<file path="config.mk">
export PLATFORM = sky130hd
export DESIGN_NAME = mem_port_arbiter
export DESIGN_NICKNAME = d
export VERILOG_FILES = /design/src/rtl/mem_port_arbiter.sv
export SDC_FILE = /design/constraint.sdc
export NUM_CORES = 1
export LEC_CHECK = 0
export BUFFER_PORTS_ARGS = -buffer_cell sky130_fd_sc_hd__buf_4
export CORE_MARGIN = 3
export CORE_UTILIZATION = 35
export CTS_CLUSTER_DIAMETER = 50
export DETAILED_ROUTE_END_ITERATION = 10
export PLACE_DENSITY_LB_ADDON = 0.3
export SYNTH_ARGS = -nofsm -noshare
export SYNTH_HDL_FRONTEND = slang
export SYNTH_SLANG_ARGS = --single-unit
</file>
<file path="constraint.sdc">
create_clock -name clk -period 8.07 [get_ports clk]
set_input_delay 0.4035 -clock clk [delete_from_list [all_inputs] [get_ports clk]]
set_output_delay 0.4035 -clock clk [all_outputs]
set_load 0.01 [all_outputs]
</file>
<file path="src/rtl/mem_port_arbiter.sv">
// Shares one single-ported byte-addressed memory between instruction fetch and load/store.
// One grant per cycle; the winner is registered, drives memory next cycle, and responds the cycle after.
module mem_port_arbiter #(
  parameter int          STARVE_MAX = 4,
  parameter logic [31:0] RESET_ADDR = 32'h0
) (
  input  logic        clk,
  input  logic        reset,
  input  logic        i_req,
  input  logic [31:0] i_addr,
  input  logic        i_flush,
  output logic        i_gnt,
  output logic        i_rvalid,
  output logic [31:0] i_rdata,
  output logic        i_err,
  input  logic        d_req,
  input  logic [2:0]  d_fn,
  input  logic [31:0] d_addr,
  input  logic [31:0] d_wdata,
  output logic        d_gnt,
  output logic        d_rvalid,
  output logic [31:0] d_rdata,
  output logic        d_err,
  output logic [2:0]  m_fn,
  output logic [31:0] m_addr,
  output logic [31:0] m_wdata,
  input  logic [31:0] m_rdata
);

  // Memory function codes, matching the MEM model's encoding.
  localparam logic [2:0] MEM_LB  = 3'd0;
  localparam logic [2:0] MEM_LH  = 3'd1;
  localparam logic [2:0] MEM_LW  = 3'd2;
  localparam logic [2:0] MEM_LBU = 3'd3;
  localparam logic [2:0] MEM_LHU = 3'd4;
  localparam logic [2:0] MEM_SB  = 3'd5;
  localparam logic [2:0] MEM_SH  = 3'd6;
  localparam logic [2:0] MEM_SW  = 3'd7;

  localparam logic [3:0] STARVE_LIM = 4'(STARVE_MAX);

  // Handshake: a requester holds req and its fields stable until it sees gnt=1
  // in the same cycle; the response follows exactly two cycles after the grant.

  logic [3:0]  starve_cnt_q, starve_cnt_d;
  logic        cmd_valid_q, cmd_valid_d;
  logic        cmd_owner_q, cmd_owner_d;   // 1 = data, 0 = fetch
  logic [2:0]  cmd_fn_q, cmd_fn_d;
  logic [31:0] cmd_addr_q, cmd_addr_d;
  logic [31:0] cmd_wdata_q, cmd_wdata_d;
  logic        cmd_err_q, cmd_err_d;
  logic        i_rvalid_q, i_rvalid_d;
  logic [31:0] i_rdata_q, i_rdata_d;
  logic        i_err_q, i_err_d;
  logic        d_rvalid_q, d_rvalid_d;
  logic [31:0] d_rdata_q, d_rdata_d;
  logic        d_err_q, d_err_d;

  logic fetch_win;
  logic d_misaligned;
  logic [31:0] rsp_data;

  always_comb begin
    d_misaligned = 1'b0;
    case (d_fn)
      MEM_LW, MEM_SW:          d_misaligned = (d_addr[1:0] != 2'b00);
      MEM_LH, MEM_LHU, MEM_SH: d_misaligned = d_addr[0];
      MEM_LB, MEM_LBU, MEM_SB: d_misaligned = 1'b0;
      default:                 d_misaligned = 1'b0;
    endcase
  end

  always_comb begin
    fetch_win = i_req && (!d_req || (starve_cnt_q == STARVE_LIM));
    i_gnt     = !reset && fetch_win;
    d_gnt     = !reset && d_req && !fetch_win;

    starve_cnt_d = starve_cnt_q;
    if (!i_req || i_gnt) begin
      starve_cnt_d = 4'd0;
    end else if (d_gnt && starve_cnt_q < STARVE_LIM) begin
      starve_cnt_d = starve_cnt_q + 4'd1;
    end
  end

  // Erroneous commands become a harmless aligned word read so no write can occur.
  always_comb begin
    cmd_valid_d = i_gnt || d_gnt;
    cmd_owner_d = d_gnt;
    cmd_fn_d    = MEM_LW;
    cmd_addr_d  = cmd_addr_q;
    cmd_wdata_d = 32'h0;
    cmd_err_d   = 1'b0;
    if (i_gnt) begin
      cmd_err_d  = (i_addr[1:0] != 2'b00);
      cmd_addr_d = cmd_err_d ? {i_addr[31:2], 2'b00} : i_addr;
    end else if (d_gnt) begin
      cmd_err_d   = d_misaligned;
      cmd_fn_d    = d_misaligned ? MEM_LW : d_fn;
      cmd_addr_d  = d_misaligned ? {d_addr[31:2], 2'b00} : d_addr;
      cmd_wdata_d = d_misaligned ? 32'h0 : d_wdata;
    end
  end

  always_comb begin
    rsp_data   = cmd_err_q ? 32'h0 : m_rdata;
    i_rvalid_d = cmd_valid_q && !cmd_owner_q && !i_flush;
    d_rvalid_d = cmd_valid_q && cmd_owner_q;
    i_rdata_d  = i_rvalid_d ? rsp_data : i_rdata_q;
    i_err_d    = i_rvalid_d ? cmd_err_q : i_err_q;
    d_rdata_d  = d_rvalid_d ? rsp_data : d_rdata_q;
    d_err_d    = d_rvalid_d ? cmd_err_q : d_err_q;
  end

  always_ff @(posedge clk or posedge reset) begin
    if (reset) begin
      starve_cnt_q <= 4'd0;
      cmd_valid_q  <= 1'b0;
      cmd_owner_q  <= 1'b0;
      cmd_fn_q     <= MEM_LW;
      cmd_addr_q   <= RESET_ADDR;
      cmd_wdata_q  <= 32'h0;
      cmd_err_q    <= 1'b0;
      i_rvalid_q   <= 1'b0;
      i_rdata_q    <= 32'h0;
      i_err_q      <= 1'b0;
      d_rvalid_q   <= 1'b0;
      d_rdata_q    <= 32'h0;
      d_err_q      <= 1'b0;
    end else begin
      starve_cnt_q <= starve_cnt_d;
      cmd_valid_q  <= cmd_valid_d;
      cmd_owner_q  <= cmd_owner_d;
      cmd_fn_q     <= cmd_fn_d;
      cmd_addr_q   <= cmd_addr_d;
      cmd_wdata_q  <= cmd_wdata_d;
      cmd_err_q    <= cmd_err_d;
      i_rvalid_q   <= i_rvalid_d;
      i_rdata_q    <= i_rdata_d;
      i_err_q      <= i_err_d;
      d_rvalid_q   <= d_rvalid_d;
      d_rdata_q    <= d_rdata_d;
      d_err_q      <= d_err_d;
    end
  end

  // Idle memory cycles are word reads at the last address, never stores.
  always_comb begin
    m_fn    = cmd_valid_q ? cmd_fn_q : MEM_LW;
    m_addr  = cmd_addr_q;
    m_wdata = cmd_valid_q ? cmd_wdata_q : 32'h0;
  end

  assign i_rvalid = i_rvalid_q;
  assign i_rdata  = i_rdata_q;
  assign i_err    = i_err_q;
  assign d_rvalid = d_rvalid_q;
  assign d_rdata  = d_rdata_q;
  assign d_err    = d_err_q;

endmodule
</file>
==> metrics list <==
- The worst path uses a little under two fifths of the clock period.
* Final worst hold slack: roughly 0.056 ns
- Summed over all failing endpoints, the final setup total negative slack is 0 ns.
- Global routing used between 10% and 20% of the available tracks.
* Maximum number of pins on one net before global-route repair: 76
* Unique masters post-synth: 31
* Startpoint types: flip-flop
* Flip-flop cell with the highest count after synthesis: dfrtp_1
- Horizontal die dimension: about 130 µm
* Period minus WS final: slightly above 3 ns
- After detailed routing, the number of remaining DRC violations is 0.
- In the synthesized netlist the async set-or-reset flop fraction comes to between 90% and 100%.
* Fraction of layout cells with a size suffix above 1: approximately two fifths
* Post-detail-place hpwl: 10.5 mm
- Syn Nets: 681
- Post-DR vias/cell: approximately 4.5
- The Yosys step of the flow raised 0 warnings.
- The tree is rooted in a clkbuf_16.
* Initial Util: 36.1%
- Maximum clock skew at final layout: 0.0158 ns
* Actual transition at the worst max-transition pin: ~1.0 ns
- Detailed router's first-iteration violation count: 151
* Initial antenna violation count: 0
- RePlAce Congestion: roughly 0.7
- The average instance in the mapped netlist occupies approximately 11 µm².
- In this run the worst path has a maximum fanout of 35.
- For this run, the number of standard cells in the final layout without fillers is about 1,000.
- Required arrival time at the worst endpoint: ~7.7 ns
- For this run, the post-layout net count is 940.
- Post-Syn Area: 0.00580 mm²
* Max-cap check violation count: 0
* Port Buffer Count: 272
- Setup violations remaining at the end of the flow were counted as 0.
* Total power draw: approximately 2.1 mW
* Final Max Slew Viols: 0
- Clock transition at path regs: 0.06 ns
* Total wirelength of the detailed-routed design: between 10 and 15 mm
- Number of failing hold endpoints at the final stage: 0
* Fmax: around 0.33 GHz
- Cell row count: 46
* Ant. Diodes: 0
* Cell count after synthesis: 543
- Result of the run: finished clean
* Routed vias: around 4,600
- For the worst setup path, the data arrival time is 2.64 ns.
* Die H: about 130 µm
- around 270 I/O pins were placed.
- The number of global-route vias before repair came to 4,651.
- Floorplan die area: 0.0181 mm²
- The area growth from synthesis to layout is 48.1%.
* Crit. End Element: output port
- Drt first pass iters: 4
- At the later pin of the worst-skew pair, clock insertion delay measures approximately 0.43 ns.
- Setup repair after global routing left no endpoint under its margin.
- Sequential area share after synthesis: between 60% and 70%
- Once the clock tree was built, the setup fixing pass inserted 0 buffers.
- Synthesis-stage register bit count: about 140
- Buffers inserted to repair hold after CTS numbered 0.
- Type of the tightest min-delay check: in2async
* Number of synthesized flops with an enable pin: 0
- Total of cells resized after clock tree synthesis: 0
- Cts bufs inserted: 17
- Critical setup path kind: reg2out
- Number of levels in the clock H-tree: 4
- Headroom to the max-slew limit came out at approximately 30%.
- In this run the remaining antenna-violating nets after routing total 0.
* Maximum buffer depth of the clock tree: 2
- TritonCTS built the clock tree.
* Remaining Overflow, GRT: 0
- For this design the static power due to leakage is ~4.5 nW.
* Number of placed instances with taps included: ~1,000
- After detailed routing, the average wire length per cell comes to around 15 µm.
- For this design, the sink count on the clock tree is 142.
- Power per Cell Area: between 200 and 250 mW/mm²
* IR Drop Worst-Case VDD: between 0.0001 and 0.00015 V
- Core outline area: approximately 0.016 mm²
* Wire length of the first global-routing pass: between 20 and 25 mm
[routing by layer]
layer | track usage (%) | wire length (µm) | part of all wire [%] | up-vias
li1 | - | - | - | 2288
met4 | 6.90 | 295 | 2.0 | 0
met5 | 0 | 0 | 0 | -
met3 | 6.33 | 1350 | 9.0 | 23
met2 | 26.0 | 7080 | 47 | 190
met1 | 20.9 | 6250 | 42 | 2128
[kinds of logic (layout without fill, tap and decap cells)]
family	after synthesis	after routing	synth area share, %
AND/OR/NAND/NOR	215	215	18.5
adder cells (fa/ha/maj)	2	2	0.432
flip-flops	142	142	61.3
buffers and inverters	43	315	3.80
AO/OA/AOI/OAI	103	103	9.37
XOR/XNOR	3	3	0.453
multiplexers	35	35	6.09
[registers in the layout, indices dropped and copies added (netlist names)]
name          count
m_addr           32
cmd_owner_q       1
cmd_err_q         1
i_err             1
d_rvalid          1
cmd_fn_q          3
cmd_valid_q       1
d_rdata          32
starve_cnt_q      4
i_rvalid          1
i_rdata          32
cmd_wdata_q      32
d_err             1
[cells in the final DEF (no fill, tap or decap), drive strengths merged]
cell type,count
dfrtp,141
buf,274
clkinvlp,3
nand2,103
and2,69
nor2,6
clkinv,2
clkbuf,18
mux2i,33
bufinv,4
ha,2
inv,14
nand3b,1
mux2,2
and3b,1
a211o,1
xor2,1
nand2b,34
a21oi,2
dfstp,1
xnor2,2
o22ai,2
nor3,1
a31oi,1
a21o,2
o2bb2ai,1
o21ai,94
[worst paths after layout]
check	cells past startpoint	startpoint	endpoint	slack [ns]
min reg2reg	2	d_rdata[24]	d_rdata[24]	0.48
max reg2reg	2	cmd_valid_q	i_err	5.64
max	6	starve_cnt_q[0]	d_gnt	5.03
min in group clk	3	i_addr[9]	m_addr[9]	0.17
min	2	reset	m_addr[2]	0.06
max in group asynchronous	3	reset	i_rdata[11]	6.58
[cells in the mapped netlist, types with 2 or more instances]
master	instances	share of area (%)
dfrtp_1	141	61
and2_1	69	7.4
inv_1	8	0.52
clkbuf_2	2	0.17
mux2_2	2	0.39
nand2_1	103	6.7
a21o_1	2	0.26
buf_2	6	0.52
mux2i_1	33	5.7
nor2_1	6	0.39
xnor2_1	2	0.30
o21ai_0	93	8.0
clkbuf_1	18	1.2
nand2b_1	34	3.7
o22ai_1	2	0.22
ha_1	2	0.43
buf_6	6	1.2
[power breakdown]
group          total (mW)  switching, mW  leakage, nW  internal (mW)
clock               0.848          0.324        0.300          0.524
sequential          0.877         0.0618         1.81          0.815
combinational       0.401          0.185         2.37          0.215
[stage by stage]
stage / cell area [µm²] / setup WS [ns] / utilization [%]
6_report: 8580 / 5.03 / 53.5
3_3_place_gp: 7950 / 5.51 / 49.5
3_5_place_dp: 7950 / 5.47 / 49.5
4_1_cts: 8580 / 4.98 / 53.5
5_1_grt: 8580 / 4.85 / 53.5
2_1_floorplan: 5800 / 3.86 / -
[worst max-delay path, stage by stage (launching register included)]
cell and delay (ns):
dfrtp_1 0.41, inv_1 0.07, ha_1 0.15, and3b_1 0.16
a21o_2 0.81, inv_1 0.34, buf_4 0.26
[cell type report]
type	instances	area, µm²
clock buffers	18	429
clock inverters	14	206
fillers	1486	7470
inverters	9	38.8
multi-input cells	358	2030
flip-flops and latches	142	3550
well taps	216	270
repair buffers	274	2060
(Power assumes the default switching activity.)
